**src/rtl/tiny_rv_pkg.sv**
```systemverilog
// rtl/tiny_rv_pkg.sv - shared register-file types and constants
package tiny_rv_pkg;

  localparam int XLEN = 32;

  typedef logic [4:0] reg_addr_t;

  typedef struct packed {
    reg_addr_t         rd;
    logic [XLEN-1:0]   data;
  } wb_req_t;

  localparam reg_addr_t REG_X0 = 5'd0;

endpackage

```
**src/rtl/tiny_rv_rf_writeback_if.sv**
```systemverilog
// rtl/tiny_rv_rf_writeback_if.sv - issue, ALU, load and register-file write signals
interface tiny_rv_rf_writeback_if;
  import tiny_rv_pkg::*;

  logic             i_issue_valid;
  reg_addr_t        i_issue_rd;
  logic [31:0]      o_pending;
  logic             i_alu_valid;
  logic             o_alu_ready;
  reg_addr_t        i_alu_rd;
  logic [XLEN-1:0]  i_alu_data;
  logic             i_ld_valid;
  logic             o_ld_ready;
  reg_addr_t        i_ld_rd;
  logic [XLEN-1:0]  i_ld_data;
  reg_addr_t        o_rf_waddr;
  logic [XLEN-1:0]  o_rf_wdata;

  modport master (
    output i_issue_valid, i_issue_rd,
    output i_alu_valid, i_alu_rd, i_alu_data,
    output i_ld_valid, i_ld_rd, i_ld_data,
    input  o_pending, o_alu_ready, o_ld_ready, o_rf_waddr, o_rf_wdata
  );

  modport slave (
    input  i_issue_valid, i_issue_rd,
    input  i_alu_valid, i_alu_rd, i_alu_data,
    input  i_ld_valid, i_ld_rd, i_ld_data,
    output o_pending, o_alu_ready, o_ld_ready, o_rf_waddr, o_rf_wdata
  );

endinterface

```
**src/rtl/tiny_rv_wb_fifo.sv**
```systemverilog
// rtl/tiny_rv_wb_fifo.sv - power-of-two FIFO of pending load write-backs
module tiny_rv_wb_fifo
  import tiny_rv_pkg::*;
#(
  parameter int DEPTH = 2
) (
  input  logic    i_clk,
  input  logic    i_rst_n,
  input  logic    i_push,
  input  wb_req_t i_push_data,
  input  logic    i_pop,
  output wb_req_t o_head,
  output logic    o_full,
  output logic    o_empty
);

  localparam int AW = $clog2(DEPTH);

  wb_req_t        mem [DEPTH];
  logic [AW:0]    wr_ptr;
  logic [AW:0]    rd_ptr;

  // Pointers carry one wrap bit so full and empty are distinguishable.
  always_ff @(posedge i_clk or negedge i_rst_n) begin
    if (!i_rst_n) begin
      wr_ptr <= '0;
      rd_ptr <= '0;
    end else begin
      if (i_push) wr_ptr <= wr_ptr + 1'b1;
      if (i_pop)  rd_ptr <= rd_ptr + 1'b1;
    end
  end

  always_ff @(posedge i_clk) begin
    if (i_push) mem[wr_ptr[AW-1:0]] <= i_push_data;
  end

  assign o_empty = (wr_ptr == rd_ptr);
  assign o_full  = (wr_ptr[AW] != rd_ptr[AW]) && (wr_ptr[AW-1:0] == rd_ptr[AW-1:0]);
  assign o_head  = mem[rd_ptr[AW-1:0]];

endmodule

```
**src/rtl/tiny_rv_rf_writeback.sv**
```systemverilog
// rtl/tiny_rv_rf_writeback.sv - merges ALU and load results onto the register-file write port
module tiny_rv_rf_writeback
  import tiny_rv_pkg::*;
#(
  parameter int LQ_DEPTH   = 2,
  parameter int STARVE_MAX = 4
) (
  input  logic i_clk,
  input  logic i_rst_n,
  tiny_rv_rf_writeback_if.slave wb
);

  wb_req_t     lq_head;
  wb_req_t     lq_in;
  logic        lq_full;
  logic        lq_empty;
  logic        lq_push;
  logic        lq_pop;

  logic [3:0]  starve_cnt;
  logic        starved;
  logic        alu_xfer;
  logic        alu_wr;
  logic        ld_wr;

  wb_req_t     w_q;
  wb_req_t     w_d;
  logic [31:0] pending_q;
  logic [31:0] pending_d;
  logic [31:0] set_mask;
  logic [31:0] clr_mask;

  assign lq_in.rd   = wb.i_ld_rd;
  assign lq_in.data = wb.i_ld_data;

  // x0 loads complete the handshake but never enter the buffer.
  assign lq_push = wb.i_ld_valid && !lq_full && (wb.i_ld_rd != REG_X0);

  tiny_rv_wb_fifo #(
    .DEPTH (LQ_DEPTH)
  ) u_lq (
    .i_clk       (i_clk),
    .i_rst_n     (i_rst_n),
    .i_push      (lq_push),
    .i_push_data (lq_in),
    .i_pop       (lq_pop),
    .o_head      (lq_head),
    .o_full      (lq_full),
    .o_empty     (lq_empty)
  );

  assign starved  = !lq_empty && (starve_cnt == 4'(STARVE_MAX));
  assign alu_xfer = wb.i_alu_valid && !starved;
  assign alu_wr   = alu_xfer && (wb.i_alu_rd != REG_X0);
  // Load head takes any cycle the ALU does not claim W, including x0 ALU cycles.
  assign ld_wr    = !lq_empty && !alu_wr;
  assign lq_pop   = ld_wr;

  always_comb begin
    w_d = '0;
    if (alu_wr) begin
      w_d.rd   = wb.i_alu_rd;
      w_d.data = wb.i_alu_data;
    end else if (ld_wr) begin
      w_d = lq_head;
    end
  end

  // W held this cycle is being captured by the file, so its bit clears now.
  always_comb begin
    set_mask = '0;
    clr_mask = '0;
    if (wb.i_issue_valid && (wb.i_issue_rd != REG_X0)) set_mask[wb.i_issue_rd] = 1'b1;
    clr_mask[w_q.rd] = 1'b1;
    pending_d        = (pending_q & ~clr_mask) | set_mask;
    pending_d[0]     = 1'b0;
  end

  always_ff @(posedge i_clk or negedge i_rst_n) begin
    if (!i_rst_n) begin
      w_q        <= '0;
      pending_q  <= '0;
      starve_cnt <= '0;
    end else begin
      w_q       <= w_d;
      pending_q <= pending_d;
      if (lq_empty || ld_wr) begin
        starve_cnt <= '0;
      end else if (alu_xfer) begin
        starve_cnt <= starve_cnt + 4'd1;
      end
    end
  end

  assign wb.o_alu_ready = !starved;
  assign wb.o_ld_ready  = !lq_full;
  assign wb.o_rf_waddr  = w_q.rd;
  assign wb.o_rf_wdata  = w_q.data;
  assign wb.o_pending   = pending_q;

endmodule

```
**src/flat_wrapper.sv**
```systemverilog
// flat-port wrapper written by rule: the top's interface ports become plain ports
module tiny_rv_rf_writeback_flat import tiny_rv_pkg::*;
#(
  parameter int LQ_DEPTH   = 2,
  parameter int STARVE_MAX = 4
)
  (i_clk, i_rst_n, wb_i_issue_valid, wb_i_issue_rd, wb_i_alu_valid, wb_i_alu_rd, wb_i_alu_data, wb_i_ld_valid, wb_i_ld_rd, wb_i_ld_data, wb_o_pending, wb_o_alu_ready, wb_o_ld_ready, wb_o_rf_waddr, wb_o_rf_wdata);
  tiny_rv_rf_writeback_if wb_i ();
  input  logic i_clk;
  input  logic i_rst_n;
  input wire logic [$bits(wb_i.i_issue_valid)-1:0] wb_i_issue_valid;
  input wire logic [$bits(wb_i.i_issue_rd)-1:0] wb_i_issue_rd;
  input wire logic [$bits(wb_i.i_alu_valid)-1:0] wb_i_alu_valid;
  input wire logic [$bits(wb_i.i_alu_rd)-1:0] wb_i_alu_rd;
  input wire logic [$bits(wb_i.i_alu_data)-1:0] wb_i_alu_data;
  input wire logic [$bits(wb_i.i_ld_valid)-1:0] wb_i_ld_valid;
  input wire logic [$bits(wb_i.i_ld_rd)-1:0] wb_i_ld_rd;
  input wire logic [$bits(wb_i.i_ld_data)-1:0] wb_i_ld_data;
  output wire logic [$bits(wb_i.o_pending)-1:0] wb_o_pending;
  output wire logic [$bits(wb_i.o_alu_ready)-1:0] wb_o_alu_ready;
  output wire logic [$bits(wb_i.o_ld_ready)-1:0] wb_o_ld_ready;
  output wire logic [$bits(wb_i.o_rf_waddr)-1:0] wb_o_rf_waddr;
  output wire logic [$bits(wb_i.o_rf_wdata)-1:0] wb_o_rf_wdata;
  assign wb_i.i_issue_valid = wb_i_issue_valid;
  assign wb_i.i_issue_rd = wb_i_issue_rd;
  assign wb_i.i_alu_valid = wb_i_alu_valid;
  assign wb_i.i_alu_rd = wb_i_alu_rd;
  assign wb_i.i_alu_data = wb_i_alu_data;
  assign wb_i.i_ld_valid = wb_i_ld_valid;
  assign wb_i.i_ld_rd = wb_i_ld_rd;
  assign wb_i.i_ld_data = wb_i_ld_data;
  assign wb_o_pending = wb_i.o_pending;
  assign wb_o_alu_ready = wb_i.o_alu_ready;
  assign wb_o_ld_ready = wb_i.o_ld_ready;
  assign wb_o_rf_waddr = wb_i.o_rf_waddr;
  assign wb_o_rf_wdata = wb_i.o_rf_wdata;
  tiny_rv_rf_writeback #(.LQ_DEPTH(LQ_DEPTH), .STARVE_MAX(STARVE_MAX)) u_core (.i_clk(i_clk), .i_rst_n(i_rst_n), .wb(wb_i));
endmodule
```
**config.mk**
```make
export PLATFORM = sky130hd
export DESIGN_NAME = tiny_rv_rf_writeback_flat
export DESIGN_NICKNAME = d
export VERILOG_FILES = /design/src/rtl/tiny_rv_pkg.sv /design/src/rtl/tiny_rv_rf_writeback_if.sv /design/src/rtl/tiny_rv_wb_fifo.sv /design/src/rtl/tiny_rv_rf_writeback.sv /design/src/flat_wrapper.sv
export SDC_FILE = /design/constraint.sdc
export NUM_CORES = 1
export LEC_CHECK = 0
export BUFFER_PORTS_ARGS = -buffer_cell sky130_fd_sc_hd__buf_2
export CAP_MARGIN = 30
export CORE_MARGIN = 4
export CORE_UTILIZATION = 48
export DETAILED_ROUTE_END_ITERATION = 10
export PLACE_DENSITY = 0.76
export SETUP_SLACK_MARGIN = 0.15
export SLEW_MARGIN = 20
export SYNTH_ARGS = -nofsm -noshare
export SYNTH_HDL_FRONTEND = slang
export SYNTH_HIERARCHICAL = 1
export SYNTH_SLANG_ARGS = --single-unit
```
**constraint.sdc**
```tcl
create_clock -name i_clk -period 3.1 [get_ports i_clk]
set_clock_uncertainty 0.1 [all_clocks]
set_input_delay 0 -clock i_clk [delete_from_list [all_inputs] [get_ports i_clk]]
set_output_delay 0 -clock i_clk [all_outputs]
set_load 0.005 [all_outputs]
```
After elaboration in Yosys (flattened, before gate mapping)
Memory sizes are Yosys's and may differ from the RTL's.
Index checks and enable logic that the tools add are counted.
{"block": "totals", "reg_bits": 76, "latchBits": 0, "mem_bits_rw": 74, "romBits": 0, "in_bits": 84, "output_inout_bits": 71, "elab_cells": 51, "memories": 1}
{"memory": "u_core.u_lq.mem", "depth": 2, "width": 37, "rd": 1, "rd_ports_with_merged_regs": 0, "wr": 1, "line_no": "tiny_rv_wb_fifo.sv:19", "rtl": "wb_req_t mem [DEPTH];"}
{"block": "op_classes", "add_sub_neg": 3, "n_mul": 0, "div_mod_pow": 0, "order_cmp": 4, "eq_ne": 4, "shift": 0, "n_mux": 11, "bitwise_logic": 3, "n_reduce_logical": 19}
{"operator": "$mux W37", "count": 2}
{"operator": "$and A32 B32 Y32", "count": 1}
{"operator": "$mux W32", "count": 1}
{"operator": "$not A32 Y32", "count": 1}
{"operator": "$or A32 B32 Y32", "count": 1}
{"operator": "$reduce_bool A5 Y1", "count": 3}
{"operator": "$lt A5 B6 Y1 const B", "count": 2}
{"operator": "$demux W1 S5", "count": 2}
{"operator": "$ge A5 B1 Y1 const B", "count": 2}
{"operator": "$logic_and A1 B1 Y1", "count": 10}
{"operator": "$mux W4", "count": 2}
{"operator": "$add A2 B1 Y2 const B", "count": 2}
{"operator": "$add A4 B1 Y4 const B", "count": 1}
{"operator": "$eq A4 B3 Y1 const B", "count": 1}
{"operator": "$logic_not A1 Y1", "count": 4}
{"operator": "$mux W1", "count": 4}
{"operator": "$eq A2 B2 Y1", "count": 1}
{"operator": "$reduce_bool A2 Y1", "count": 1}
{"operator": "$eq A1 B1 Y1", "count": 1}
{"operator": "$logic_or A1 B1 Y1", "count": 1}
{"operator": "$ne A1 B1 Y1", "count": 1}

Longest topological paths before layout
{"block": "depth", "word_depth": 10, "depth_mapped": 9, "mapped_depth_nobuf": 7}

By module
Netlist, hierarchy kept.
{"module": "tiny_rv_rf_writeback", "n_inst": 1, "cells_each": 262, "area_each_um2": 3294.4, "seq_area_each_um2": 1801.7}
{"module": "tiny_rv_wb_fifo", "n_inst": 1, "cells_each": 130, "area_each_um2": 2870.3, "seq_area_each_um2": 2322.2}

Worst setup path after synthesis
OpenSTA, ideal clock, no wires.
{"block": "synth_timing", "kind": "register to register", "startpoint": "register u_core.u_lq.rd_ptr[0]", "endpoint": "memory u_core/u_lq/mem[0][0] in the netlist's numbering (enable)", "setup_ns": 0.435, "arrival_time_ns": 2.756, "t_required_ns": 2.565, "path_slack_ns": -0.191, "stages_incl_launch_ff": 7, "path_buffers": 1, "synth_period_minus_slack_ns": 3.291, "cell_sequence": "dfrtp_1 -> buf_6 -> xor2_2 -> nor2b_1 -> inv_1 -> o311a_1 -> nor2b_1"}
{"block": "synth_between", "elab_chain_len": 7}
{"item": "start, declared", "line_no": "tiny_rv_wb_fifo.sv:21", "rtl": "logic [AW:0] rd_ptr;"}
{"item": "start signal, assigned", "line_no": "tiny_rv_wb_fifo.sv:30", "rtl": "if (i_pop) rd_ptr <= rd_ptr + 1'b1;"}
{"item": "$eq A1 B1 Y1", "line_no": "tiny_rv_wb_fifo.sv:39", "rtl": "assign o_full = (wr_ptr[AW] != rd_ptr[AW]) && (wr_ptr[AW-1:0] == rd_ptr[AW-1:0]);"}
{"item": "$logic_and A1 B1 Y1", "line_no": "tiny_rv_wb_fifo.sv:39"}
{"item": "named net u_core.lq_full", "line_no": "tiny_rv_rf_writeback.sv:15", "rtl": "logic lq_full;"}
{"item": "$logic_not A1 Y1"}
{"item": "named net wb_o_ld_ready", "line_no": "flat_wrapper.sv:21", "rtl": "output wire logic [$bits(wb_i.o_ld_ready)-1:0] wb_o_ld_ready;"}
{"item": "$logic_and A1 B1 Y1 (2 in a row)", "line_no": "tiny_rv_rf_writeback.sv:37", "rtl": "assign lq_push = wb.i_ld_valid && !lq_full && (wb.i_ld_rd != REG_X0);"}
{"item": "named net u_core.lq_push", "line_no": "tiny_rv_rf_writeback.sv:17", "rtl": "logic lq_push;"}
{"item": "$mux W1", "line_no": "tiny_rv_wb_fifo.sv:35", "rtl": "if (i_push) mem[wr_ptr[AW-1:0]] <= i_push_data;"}
{"item": "$mux W1 (implied by the code)", "line_no": "tiny_rv_wb_fifo.sv:35"}
{"item": "end, declared", "line_no": "tiny_rv_wb_fifo.sv:19"}
The timed path passes the listed nets, and every way through them passes these cells.

==> qor.yml <==
ys_warn_count: 6
n_antenna_cell: 0
via_count: 4305
endpoint_kind: "flop"
max_stage_delay_ns: 0.54
via_per_inst: 5.19
io_pins: 155
synth-async-reset-ratio_pct: 50.7
cp_top_family: "buffers and inverters"
antenna_found_initial: 0
post-cts-setup-buffer-count: 0
crit_slowest_cell: "dlygate4sd3_1"
setup.worst_path.start_class: "flop"
synth-seq-area-share_pct: 66.9
fin_crit_ns: 2.36
tns_ns: 0
critPathCapture: "u_core/wb.o_rf_waddr[4]$_DFF_PN0_"
finalNetCount: 731
startpoint: "u_core/u_lq/wr_ptr[0]$_DFFE_PN0P_"
cp_cell_sequence: "xor2_2 > nor2_4 > buf_4 > inv_1 > a32o_1 > dlygate4sd3_1"
wl_per_cell_um: 18.1
leakage_nw: 3.63
hold_viol: 0
dpl.hpwl_um: 8930
cts_tree: "built"
drc: 0
p_sw_share_pct: 31.2
worstSkewPairLatency_ns: 0.41
worst_r2r_startpoint: "u_core/u_lq/wr_ptr[0]$_DFFE_PN0P_"
ys.flop_type: "dfrtp_1"
cap_violations: 0
synth_edf_count: 74
intPower_w: 0.00561
grt_max_degree: 77
fp.dieW_um: 121
numCtsBuffers: 17
syn_area_mm2: 0.00616
reg2reg_slack_ns: 0.74
r2r-end: "u_core/wb.o_rf_waddr[4]$_DFF_PN0_"
cp_max_fo: 40
cp.required_ns: 3.29
sequentialPowerShare_pct: 39.9
drive_gt1_share_pct: 42.2
ys_ff_latch: 150
area_growth_syn_to_layout_pct: 39.6
setup_violations: 0
cts_root_buffer: "clkbuf_16"
grt_usage_pct: 21.2
ir_drop_mv: 0.509
whs_ns: 0.0558
dr.pass1.iters: 5
wl_um: 15100
max_clock_freq_ghz: 0.423
dieArea_mm2: 0.0147
first_iter_violations: 363
coreArea_mm2: 0.0126
path_class: "reg2reg"
cts.sinks: 150
dp_slack_ns: 0.677
grt_first_pass_wirelength_um: 23700
cp.depth: 6
htreeDepth: 4
gp_congestion: 0.885
power.switching_w: 0.00255
nFillCells: 916
reg2regPathDepth: 6
worst_slack_ns: 0.736
period_share_pct: 76.3
port_buffers: 153
yosysUniqueCellTypes: 33
rsz0062_at_grt: "no"
cp.arrival_ns: 2.56
grt_overflow: 0
critPathBufInv: 3
cts_buffer_depth: 2
grt_pass1_vias: 4631
start_util_pct: 48.8
slew_headroom_pct: 63.8
holdCritPathClass: "in2reg"
status: "completed"
p_comb_share_pct: 34.7
power_density_mw_per_mm2: 949
die_h_um: 121
synth_nets: 478
syn_area_per_cell_um2: 15.7
maxSlewViolCount: 0
p_clk_share_pct: 25.3
row_count: 41
ant_nets: 0
synth_cells: 392
clk_pin_slew_worst_paths_ns: 0.06
worst_pin_slew_ns: 0.544
-- repair_timing --
| action | in CTS | in global routing |
|---|---|---|
| hold buffers | 85 | 1 |
| hold endpoints to repair | 219 | 18 |
| gates resized for setup | 0 | 0 |
-- cell type report --
class | count | area (um2) | share of cell area, %
Clock buffer | 17 | 425 | 4.94
Clock inverter | 15 | 178 | 2.07
Inverter | 4 | 15.0 | 0.175
Multi-Input combinational cell | 225 | 1900 | 22.1
Sequential cell | 150 | 4130 | 47.9
Tap cell | 172 | 215 | 2.50
Timing Repair Buffer | 247 | 1740 | 20.2
-- worst register-to-register path, stage by stage, from the launching register on --
cell	delay, ns
dfrtp_1	0.47
xor2_2	0.20
nor2_4	0.10
buf_4	0.41
inv_1	0.17
a32o_1	0.25
dlygate4sd3_1	0.54
-- cells in the final DEF (no fill, tap or decap), types with 2 or more instances in the layout --
cell type / instances
nor2b_1: 36
dlygate4sd3_1: 86
bufinv_16: 3
or3b_2: 5
nand2b_1: 2
a32o_1: 2
buf_4: 6
xor2_1: 5
and2_2: 2
clkinvlp_4: 5
nor3_1: 3
xnor2_1: 2
dfrtp_1: 75
buf_2: 152
nand3_1: 4
inv_6: 3
edfxtp_1: 74
ha_1: 2
mux2_2: 39
clkbuf_16: 17
clkinv_2: 3
o21ai_0: 62
inv_1: 4
mux2_4: 33
or3_1: 3
buf_16: 2
nand3b_1: 8
nor2_1: 2
nand2_1: 4
-- per-stage QoR --
step,util [%],cell area [um2],power [W],instances
after global placement,56.1,7080,0.00588,710
after floorplan,-,6170,0.00493,392
after detailed placement,56.1,7080,0.00597,710
after CTS,67.7,8540,0.00816,827
final,68.2,8600,0.00816,830
after global routing,68.2,8600,0.00863,830
-- cells in the mapped netlist, types with 5 or more instances --
library cell	instances	area [um2]
dfrtp_1	76	1900
edfxtp_1	74	2220
or3b_2	5	43.8
buf_6	5	56.3
xor2_1	5	43.8
nor2b_1	37	231
nand3b_1	8	60.1
mux2_4	33	495
mux2_2	39	439
o21ai_0	62	310
-- worst min-delay path by stage --
stage | cells past startpoint | start | slack, ns | endpoint
2_1_floorplan | 0 | i_rst_n | -0.40 | u_core/starve_cnt[0]$_DFFE_PN0P_
3_3_place_gp | 1 | wb_i_ld_data[12] | 0.09 | u_core/u_lq/mem[1][12]$_DFFE_PP_
3_5_place_dp | 1 | wb_i_ld_data[12] | 0.09 | u_core/u_lq/mem[0][12]$_DFFE_PP_
4_1_cts | 3 | wb_i_issue_valid | 0.002 | u_core/wb.o_pending[27]$_DFF_PN0_
5_1_grt | 3 | wb_i_issue_valid | 0.05 | u_core/wb.o_pending[28]$_DFF_PN0_
6_report | 3 | wb_i_issue_valid | 0.06 | u_core/wb.o_pending[27]$_DFF_PN0_
-- sequential cells by signal, summed over array words and instances, names as in the netlist --
register and cells:
u_core/starve_cnt 4, u_core/u_lq/mem 74, u_core/u_lq/rd_ptr 2, u_core/u_lq/wr_ptr 2, u_core/wb.o_pending 31, u_core/wb.o_rf_waddr 5, u_core/wb.o_rf_wdata 32
-- kinds of logic after synthesis --
kind of cell / after synthesis / synth area share (%)
flops: 150 / 66.9
buf+inv: 17 / 2.50
other cells: 1 / 0.0608
simple gates: 76 / 7.85
xor+xnor: 8 / 1.26
compound gates: 66 / 5.87
mux: 72 / 15.2
fa+ha+maj: 2 / 0.406
-- power groups by stage --
stage	clock [W]	sequential [W]	combinational, W
3_3_place_gp	0	0.00323	0.00265
5_1_grt	0.00220	0.00333	0.00310
4_1_cts	0.00210	0.00325	0.00281
2_1_floorplan	0	0.00327	0.00166
3_5_place_dp	0	0.00328	0.00269
6_report	0.00207	0.00326	0.00284
-- per-layer routing --
metal,vias to the layer above,GRT usage [%],wire length (um)
met5,-,0,0
met3,40,5.97,1160
met4,0,8.96,404
met1,2109,25.0,5870
li1,1935,-,-
met2,221,36.4,7630
Note: power is estimated with default switching activity, not from simulation.
